### src/rtl/cpu_sequencer.sv
// cpu_sequencer: multi-cycle instruction sequencer.
// Walks each instruction through FETCH, DECODE, EXECUTE, optional MEMORY and
// WRITEBACK. It owns the program counter, the instruction register and the
// retired-instruction counter. Fetch and data-memory handshakes are acks that
// may arrive with zero or more wait cycles.
module cpu_sequencer (
  input  logic        clk,
  input  logic        reset,
  output logic [15:0] imem_addr,
  output logic        imem_req,
  input  logic [15:0] imem_rdata,
  input  logic        imem_ack,
  output logic [2:0]  state,
  output logic [15:0] instr,
  output logic [3:0]  op_code,
  input  logic        jump,
  input  logic        beq,
  input  logic        bne,
  input  logic        reg_write,
  input  logic [1:0]  mem_op,
  input  logic        alu_zero,
  output logic        mem_req,
  input  logic        dmem_ack,
  output logic        reg_write_en,
  output logic [15:0] pc,
  output logic [15:0] retired
);

  localparam logic [2:0] S_FETCH     = 3'b000;
  localparam logic [2:0] S_DECODE    = 3'b001;
  localparam logic [2:0] S_EXECUTE   = 3'b010;
  localparam logic [2:0] S_MEMORY    = 3'b011;
  localparam logic [2:0] S_WRITEBACK = 3'b100;

  localparam logic [1:0] MEM_LOAD  = 2'b01;
  localparam logic [1:0] MEM_STORE = 2'b10;

  // Sign-extend the 4-bit branch offset to the pc width.
  function automatic logic [15:0] sext4(input logic [3:0] v);
    return {{12{v[3]}}, v};
  endfunction

  logic [2:0]  state_r;
  logic [2:0]  state_next_s;
  logic [15:0] pc_r;
  logic [15:0] pc_next_s;
  logic [15:0] instr_r;
  logic [15:0] retired_r;
  logic [1:0]  mem_op_r;
  logic        instr_load_s;
  logic        mem_op_load_s;
  logic        retire_s;
  logic        branch_taken_s;
  logic        imem_req_s;
  logic        mem_req_s;
  logic        reg_write_en_s;

  // Phase register; reset forces FETCH regardless of any pending handshake.
  always_ff @(posedge clk) begin
    if (reset) begin
      state_r <= S_FETCH;
    end else begin
      state_r <= state_next_s;
    end
  end

  // Next phase, next pc and the load/retire enables for the datapath registers.
  always_comb begin
    state_next_s   = state_r;
    pc_next_s      = pc_r;
    instr_load_s   = 1'b0;
    mem_op_load_s  = 1'b0;
    branch_taken_s = (beq & alu_zero) | (bne & ~alu_zero);
    case (state_r)
      S_FETCH: begin
        if (imem_ack) begin
          state_next_s = S_DECODE;
          instr_load_s = 1'b1;
        end else begin
          state_next_s = S_FETCH;
        end
      end
      S_DECODE: begin
        state_next_s = S_EXECUTE;
      end
      S_EXECUTE: begin
        if (jump) begin
          pc_next_s    = {pc_r[15:12], instr_r[11:0]};
          state_next_s = S_FETCH;
        end else if (branch_taken_s) begin
          pc_next_s    = pc_r + 16'd1 + sext4(instr_r[3:0]);
          state_next_s = S_FETCH;
        end else if (beq | bne) begin
          pc_next_s    = pc_r + 16'd1;
          state_next_s = S_FETCH;
        end else if ((mem_op == MEM_LOAD) || (mem_op == MEM_STORE)) begin
          // Remember the access kind so MEMORY does not depend on the decoder
          // holding its outputs for the whole wait.
          mem_op_load_s = 1'b1;
          state_next_s  = S_MEMORY;
        end else begin
          state_next_s = S_WRITEBACK;
        end
      end
      S_MEMORY: begin
        if (dmem_ack) begin
          if (mem_op_r == MEM_LOAD) begin
            state_next_s = S_WRITEBACK;
          end else begin
            pc_next_s    = pc_r + 16'd1;
            state_next_s = S_FETCH;
          end
        end else begin
          state_next_s = S_MEMORY;
        end
      end
      S_WRITEBACK: begin
        pc_next_s    = pc_r + 16'd1;
        state_next_s = S_FETCH;
      end
      default: begin
        // Unused encodings recover to FETCH without touching architectural state.
        state_next_s = S_FETCH;
      end
    endcase
    retire_s = (state_next_s == S_FETCH) &&
               ((state_r == S_EXECUTE) || (state_r == S_MEMORY) ||
                (state_r == S_WRITEBACK));
  end

  // Request strobes decoded from the current phase only.
  always_comb begin
    imem_req_s     = (state_r == S_FETCH);
    mem_req_s      = (state_r == S_MEMORY);
    if (state_r == S_WRITEBACK) begin
      reg_write_en_s = reg_write;
    end else begin
      reg_write_en_s = 1'b0;
    end
  end

  // Architectural registers: pc, instruction register, retired count, latched mem op.
  always_ff @(posedge clk) begin
    if (reset) begin
      pc_r      <= 16'h0000;
      instr_r   <= 16'h0000;
      retired_r <= 16'h0000;
      mem_op_r  <= 2'b00;
    end else begin
      pc_r <= pc_next_s;
      if (instr_load_s) begin
        instr_r <= imem_rdata;
      end
      if (mem_op_load_s) begin
        mem_op_r <= mem_op;
      end
      if (retire_s) begin
        retired_r <= retired_r + 16'd1;
      end
    end
  end

  assign state        = state_r;
  assign pc           = pc_r;
  assign imem_addr    = pc_r;
  assign instr        = instr_r;
  assign op_code      = instr_r[15:12];
  assign retired      = retired_r;
  assign imem_req     = imem_req_s;
  assign mem_req      = mem_req_s;
  assign reg_write_en = reg_write_en_s;

endmodule

### config.mk
export PLATFORM = sky130hd
export DESIGN_NAME = cpu_sequencer
export DESIGN_NICKNAME = d
export VERILOG_FILES = /design/src/rtl/cpu_sequencer.sv
export SDC_FILE = /design/constraint.sdc
export NUM_CORES = 1
export LEC_CHECK = 0
export ABC_AREA = 1
export CAP_MARGIN = 15
export CORE_AREA = 3 3 94 96
export DETAILED_ROUTE_END_ITERATION = 6
export DIE_AREA = 0 0 97 99
export GPL_TIMING_DRIVEN = 0
export PLACE_DENSITY_LB_ADDON = 0.25
export SLEW_MARGIN = 20
export SYNTH_ARGS = -nofsm -noshare
export SYNTH_HDL_FRONTEND = slang
export SYNTH_SLANG_ARGS = --single-unit
### constraint.sdc
create_clock -name clk -period 2.7 [get_ports clk]
set_input_delay 0.54 -clock clk [delete_from_list [all_inputs] [get_ports clk]]
set_output_delay 0.54 -clock clk [all_outputs]
set_load 0.005 [all_outputs]
==> results of run 1 <==
## cell type report
class / count / area (um^2) / share of cell area
Timing Repair Buffer: 104 / 1030 / 0.187
Multi-Input combinational cell: 465 / 2600 / 0.472
Clock inverter: 3 / 17.5 / 0.00318
Inverter: 93 / 349 / 0.0634
Buffer: 35 / 215 / 0.0391
Clock buffer: 5 / 68.8 / 0.0125
Tap cell: 105 / 131 / 0.0239
Sequential cell: 53 / 1100 / 0.199
## timing repair
item                       in CTS  in global routing
setup endpoints to repair       6                  9
gates resized for setup        13                 53
hold endpoints to repair        0                  0
setup buffers                   2                  3
pin swaps                       2                  7
## per-stage QoR
stage	setup TNS [ns]	setup WS, ns	util	hold WS (ns)
after global placement	-0.474	-0.118	0.633	0.454
after floorplan	0	0.220	-	0.444
after CTS	0	0.0169	0.650	0.475
after detailed placement	-0.823	-0.193	0.633	0.460
final	0	0.0957	0.677	0.478
after global routing	-0.0446	-0.0210	0.677	0.500
## how the worst max path moves through the flow
stage / to / slack [ns] / startpoint
floorplan: imem_addr[14] / 0.22 / imem_addr[1]
global placement: imem_addr[14] / -0.12 / imem_addr[0]
detailed placement: imem_addr[14] / -0.19 / imem_addr[0]
CTS: imem_addr[14] / 0.02 / imem_addr[2]
global route: imem_addr[14] / -0.02 / imem_addr[3]
finish: imem_addr[14] / 0.1 / imem_addr[0]
## Yosys cell counts (8+ instances only)
library cell,count,area share
o21ai_0,33,0.041
xor2_1,8,0.017
nor2_1,50,0.047
nand3_1,60,0.075
dfxtp_1,53,0.26
nor3_1,8,0.010
a21oi_1,70,0.087
nand2_1,166,0.15
buf_4,21,0.039
inv_1,89,0.083
ha_1,20,0.062
clkbuf_1,10,0.0093
## registers in the layout, indices dropped and copies added, names as in the netlist
register and count:
mem_op_r 2, instr 16, imem_addr 16, retired 16, state 3
## kinds of logic (layout without fill, tap and decap cells)
| kind of cell | Yosys count | after routing | synth area share |
|---|---|---|---|
| AND/OR/NAND/NOR | 312 | 312 | 0.344 |
| XOR/XNOR | 14 | 14 | 0.0323 |
| buffers and inverters | 128 | 240 | 0.140 |
| flip-flops | 53 | 53 | 0.264 |
| adder cells (fa/ha/maj) | 21 | 21 | 0.0672 |
| AO/OA/AOI/OAI | 118 | 118 | 0.153 |
## per-layer routing
layer,wire [um],global-route usage
met4,191,0.0842
met5,0,0
met3,864,0.0425
met2,5980,0.430
met1,5160,0.297
## power breakdown
part | switching, mW | internal, mW | total (mW) | leakage, nW
Clock | 0.271 | 0.180 | 0.451 | 0.0439
Sequential | 0.0582 | 0.813 | 0.872 | 0.440
Combinational | 0.274 | 0.269 | 0.543 | 1.98
## critical path: stages (launching register included)
cell and delay (ns):
dfxtp_4 0.39, ha_2 0.20, nand2_2 0.08, nor2_4 0.14
nand3_4 0.11, nor2_4 0.11, xnor2_2 0.14, inv_2 0.08
ha_4 0.24, nand2_2 0.07, inv_1 0.06, a21oi_2 0.17
nor2_1 0.06, nor2_1 0.13, nand2_1 0.08, nand2_1 0.05
nand3_1 0.08, a21oi_2 0.22, nor2_1 0.05
==> results.py, run 1 <==
metrics = {
    "status": {
        "outcome": "finished, final reports clean",
    },
    "power_and_ir_drop": {
        "p_per_area_nw_per_um2": 339,
        "fin_total_pwr_mw": 1.87,
        "p_leak_nw": 2.47,
        "vdd_ir_drop_max_mv": 0.390,
    },
    "placement": {
        "place_congestion": 0.943,
        "dpl-instance-area_um2": 5150,
        "port_buffers": 99,
        "dp_cells": 850,
        "hpwlAfterDp_mm": 9.32,
    },
    "cts": {
        "clk_latency_ns": 0.31,
        "clockBufferDepth": 2,
        "path_clk_slew_ns": 0.11,
        "cts_tree": "built",
        "hold_buffers": 0,
        "ctsHtreeMaxLevel": 2,
        "clock_sinks": 53,
        "cts_root_buf": "clkbuf_8",
        "cts_made_buffers": 5,
    },
    "route": {
        "totalWireLength_mm": 12.2,
        "drc": 0,
        "routedWlPerCell_um": 14.1,
        "drt_iter0_markers": 379,
        "drt.antenna.violating_nets": 0,
        "viasPerCell": 5.28,
        "vias": 4556,
        "first_pass_iters": 4,
    },
    "final_layout": {
        "final_area_um2": 5510,
        "num-nets-final": 805,
        "num-fill-cells": 703,
        "antenna_cells": 0,
        "instances_no_fill": 863,
        "drive_above_1_share": 0.144,
        "layout_common_cells": "nand2_1, clkdlybuf4s50_1, inv_1",
        "final_common_cell": "nand2_1",
        "syn_to_final_growth_pct": 36.8,
    },
    "floorplan": {
        "die_h_um": 99,
        "io_pins": 101,
        "fp.dieW_um": 97,
        "start_util": 0.495,
        "die_area_um2": 9600,
        "rows": 33,
        "core_um2": 8130,
    },
    "grt": {
        "grt_start_max_net_pins": 20,
        "grt_first_pass_wirelength_mm": 19.6,
        "grt_antenna_before_repair": 0,
        "grtUsageTotal": 0.243,
        "grt-ovfl-total": 0,
        "grt_pass1_vias": 4331,
    },
    "timing": {
        "worst_slew_pin_slew_ns": 0.690,
        "finalClockSkew_ns": 0.0147,
        "finalSetupViolCount": 0,
        "fmax_ghz": 0.384,
        "hold_viol": 0,
        "fin_crit_ns": 2.60,
        "max_slew_margin": 0.537,
        "period_share": 0.965,
        "drv_slew": 0,
    },
    "synth": {
        "synthCells": 646,
        "syn_area_per_cell_um2": 6.23,
        "syn_area_um2": 4020,
        "yosys_register_bits": 53,
        "ys_async_sr_fraction": 0,
        "synth_seq_area_share": 0.264,
        "synth_edf_count": 0,
        "synth_cell_types": 40,
        "ys.flop_type": "dfxtp_1",
        "yosysWarnings": 0,
        "synth_fp_nets": 694,
    },
    "run": {
        "cap_violations": 0,
    },
    "worst_hold_path": {
        "worstHoldEndpoint": "instr[5]",
        "hold_path_class": "flip-flop to flip-flop",
        "hold_depth": 2,
        "worstHoldStart": "instr[5]",
    },
    "worst_setup_path": {
        "worst_r2r_endpoint": "imem_addr[14]",
        "reg2reg_depth": 18,
        "ff2ff_setup_slack_ns": 0.1,
        "cp_max_fo": 6,
        "rr_startpoint": "imem_addr[0]",
        "crit_required_ns": 2.91,
        "startpoint_type": "flip-flop",
        "crit_type": "flip-flop to flip-flop",
        "cp.arrival_ns": 2.81,
        "cp-end-kind": "flip-flop",
    },
}
Power figures use the tool's default switching activity.
==> run 2, diff against run 1 <==
--- a/config.mk
+++ b/config.mk
@@ -7,12 +7,12 @@
 export LEC_CHECK = 0
 export ABC_AREA = 1
 export CAP_MARGIN = 15
-export CORE_AREA = 3 3 94 96
+export CORE_AREA = 3 3 86 88
 export DETAILED_ROUTE_END_ITERATION = 6
-export DIE_AREA = 0 0 97 99
+export DIE_AREA = 0 0 89 91
+export DONT_BUFFER_PORTS = 1
 export GPL_TIMING_DRIVEN = 0
 export PLACE_DENSITY_LB_ADDON = 0.25
-export SLEW_MARGIN = 20
 export SYNTH_ARGS = -nofsm -noshare
 export SYNTH_HDL_FRONTEND = slang
 export SYNTH_SLANG_ARGS = --single-unit
==> constraint.sdc (replaced) <==
create_clock -name clk -period 3.15 [get_ports clk]
set_input_delay 0.63 -clock clk [delete_from_list [all_inputs] [get_ports clk]]
set_output_delay 0.63 -clock clk [all_outputs]
set_load 0.005 [all_outputs]
==> run 2 against run 1 <==
Net effect:
- clock skew shrank 0.0074 ns
- cell area shrank 23%
- maximum frequency shrank 8.3%
- global-route usage grew 2.9 points
- final cell count shrank 15%
- die area shrank 16%
- sequential cell count is the same
- routed wire length shrank 12%
- critical path depth is the same
- critical path type unchanged
- largest cell class unchanged
- highest routed layer unchanged
==> results.py, run 2 (synthesis gave the netlist of run 1 again) <==
metrics = {
    "cts": {
        "path_clk_slew_ns": 0.10,
        "ctsHtreeMaxLevel": 2,
        "cts_made_buffers": 5,
        "clock_sinks": 53,
        "cts_setup_buffers": 0,
        "cts_resized": 0,
        "clk_latency_ns": 0.31,
        "cts_tree": "built",
        "clockBufferDepth": 2,
        "cts_root_buf": "clkbuf_8",
        "hold_buffers": 0,
    },
    "grt": {
        "gr-usage-met3": 0.0608,
        "grt_most_used_layer": "met2",
        "grt_first_pass_wirelength_mm": 17.5,
        "grt_start_max_net_pins": 20,
        "gr-usage-met2": 0.443,
        "grtUsageTotal": 0.271,
        "grt_use_met1": 0.357,
        "grt-ovfl-total": 0,
        "grt_pass1_vias": 3754,
        "grt_antenna_before_repair": 0,
    },
    "final_layout": {
        "final_common_cell": "nand2_1",
        "instances_no_fill": 734,
        "syn_to_final_growth_pct": 5.60,
        "drive_above_1_share": 0.0872,
        "antenna_cells": 0,
        "seq_area_um2": 1070,
        "layout_common_cells": "nand2_1, inv_1, a21oi_1",
        "multi_input_area_um2": 2400,
        "num-nets-final": 701,
        "num-fill-cells": 626,
    },
    "worst_setup_path": {
        "startpoint_type": "flip-flop",
        "crit_type": "flip-flop to flip-flop",
        "cp-end-kind": "flip-flop",
        "crit_required_ns": 3.35,
        "cp_max_fo": 6,
        "cp.arrival_ns": 3.05,
    },
    "timing": {
        "finalClockSkew_ns": 0.00731,
        "worst_hold_slack_ns": 0.477,
        "hold_viol": 0,
        "max_slew_margin": 0.405,
        "finalSetupViolCount": 0,
        "worst_slew_pin_slew_ns": 0.892,
        "fmax_ghz": 0.352,
        "period_share": 0.902,
        "drv_slew": 0,
        "fin_crit_ns": 2.84,
        "fin_ws_ns": 0.308,
    },
    "floorplan": {
        "fp.dieW_um": 89,
        "die_h_um": 91,
        "die_area_um2": 8100,
        "rows": 30,
        "io_pins": 101,
        "start_util": 0.599,
        "core_um2": 6720,
    },
    "route": {
        "totalWireLength_mm": 10.7,
        "drc": 0,
        "drt_iter0_markers": 351,
        "routedWlPerCell_um": 14.6,
        "drt.antenna.violating_nets": 0,
        "first_pass_iters": 5,
        "vias": 4149,
        "viasPerCell": 5.65,
    },
    "placement": {
        "dp_slack_ns": 0.270,
        "hpwlAfterDp_mm": 8.51,
        "place_congestion": 0.976,
        "dp_cells": 726,
        "port_buffers": 0,
    },
    "status": {
        "outcome": "finished, final reports clean",
    },
    "power_and_ir_drop": {
        "p_leak_nw": 2.08,
        "p_per_area_nw_per_um2": 364,
        "vdd_ir_drop_max_mv": 0.372,
    },
    "run": {
        "cap_violations": 0,
    },
    "worst_hold_path": {
        "hold_path_class": "primary input to flip-flop",
    },
}
-- run 2: cell count changes in the layout (fill, tap and decap cells not counted), moves of 5 or more --
| cell | previous run | this run |
|---|---|---|
| buf_4 | 26 | 21 |
| clkdlybuf4s50_1 | 99 | 0 |
| dfxtp_1 | 39 | 49 |
| dfxtp_4 | 7 | 0 |
| ha_1 | 13 | 20 |
| ha_4 | 6 | 0 |
| nand2_1 | 158 | 166 |
| nand2_2 | 11 | 4 |
| nor2_1 | 43 | 50 |
-- run 2: path summary, 6_finish.rpt --
path	start	end	slack, ns	depth (start not counted)
worst max-delay path	imem_addr[0]	imem_addr[14]	0.31	18
worst min-delay path	imem_rdata[1]	instr[1]	0.48	2
worst max register to register	imem_addr[0]	imem_addr[14]	0.31	18
worst min register to register	mem_op_r[0]	mem_op_r[0]	0.48	2
-- run 2: cell type report --
cell class	instances	area share
Multi-Input combinational cell	465	0.566
Sequential cell	53	0.251
Inverter	93	0.0822
Buffer	35	0.0504
Tap cell	80	0.0236
Clock buffer	7	0.0203
Clock inverter	1	0.00707
-- run 2: layer usage --
layer  wire (um)  vias up
met4         198        0
met2        5090      162
met3         750       20
met1        4700     1892
met5           0        -
li1            -     2075
-- run 2: critical path: stages, from the launching register on --
cell and delay, ns:
dfxtp_2 0.40, ha_1 0.20, nand2_1 0.11, nor2_4 0.17, nand3_2 0.13, nor2_1 0.14, xnor2_1 0.15, inv_1 0.10
ha_1 0.34, nand2_1 0.09, inv_1 0.05, a21oi_1 0.23, nor2_1 0.06, nor2_1 0.12, nand2_1 0.07, nand2_1 0.05
nand3_1 0.08, a21oi_2 0.18, nor2_1 0.06
-- run 2: per-stage QoR --
step | util | area (um^2) | power (mW) | TNS [ns]
finish | 0.632 | 4250 | 1.55 | 0
global route | 0.632 | 4250 | 1.63 | -0.00303
CTS | 0.631 | 4240 | 1.55 | 0
detailed placement | 0.614 | 4120 | 1.07 | 0
global placement | 0.614 | 4120 | 1.06 | 0
floorplan | - | 4020 | 0.992 | 0
-- run 2: where the power goes --
group	total (mW)	internal [mW]	switching (mW)
Sequential	0.751	0.699	0.0523
Clock	0.483	0.259	0.224
Combinational	0.312	0.116	0.196
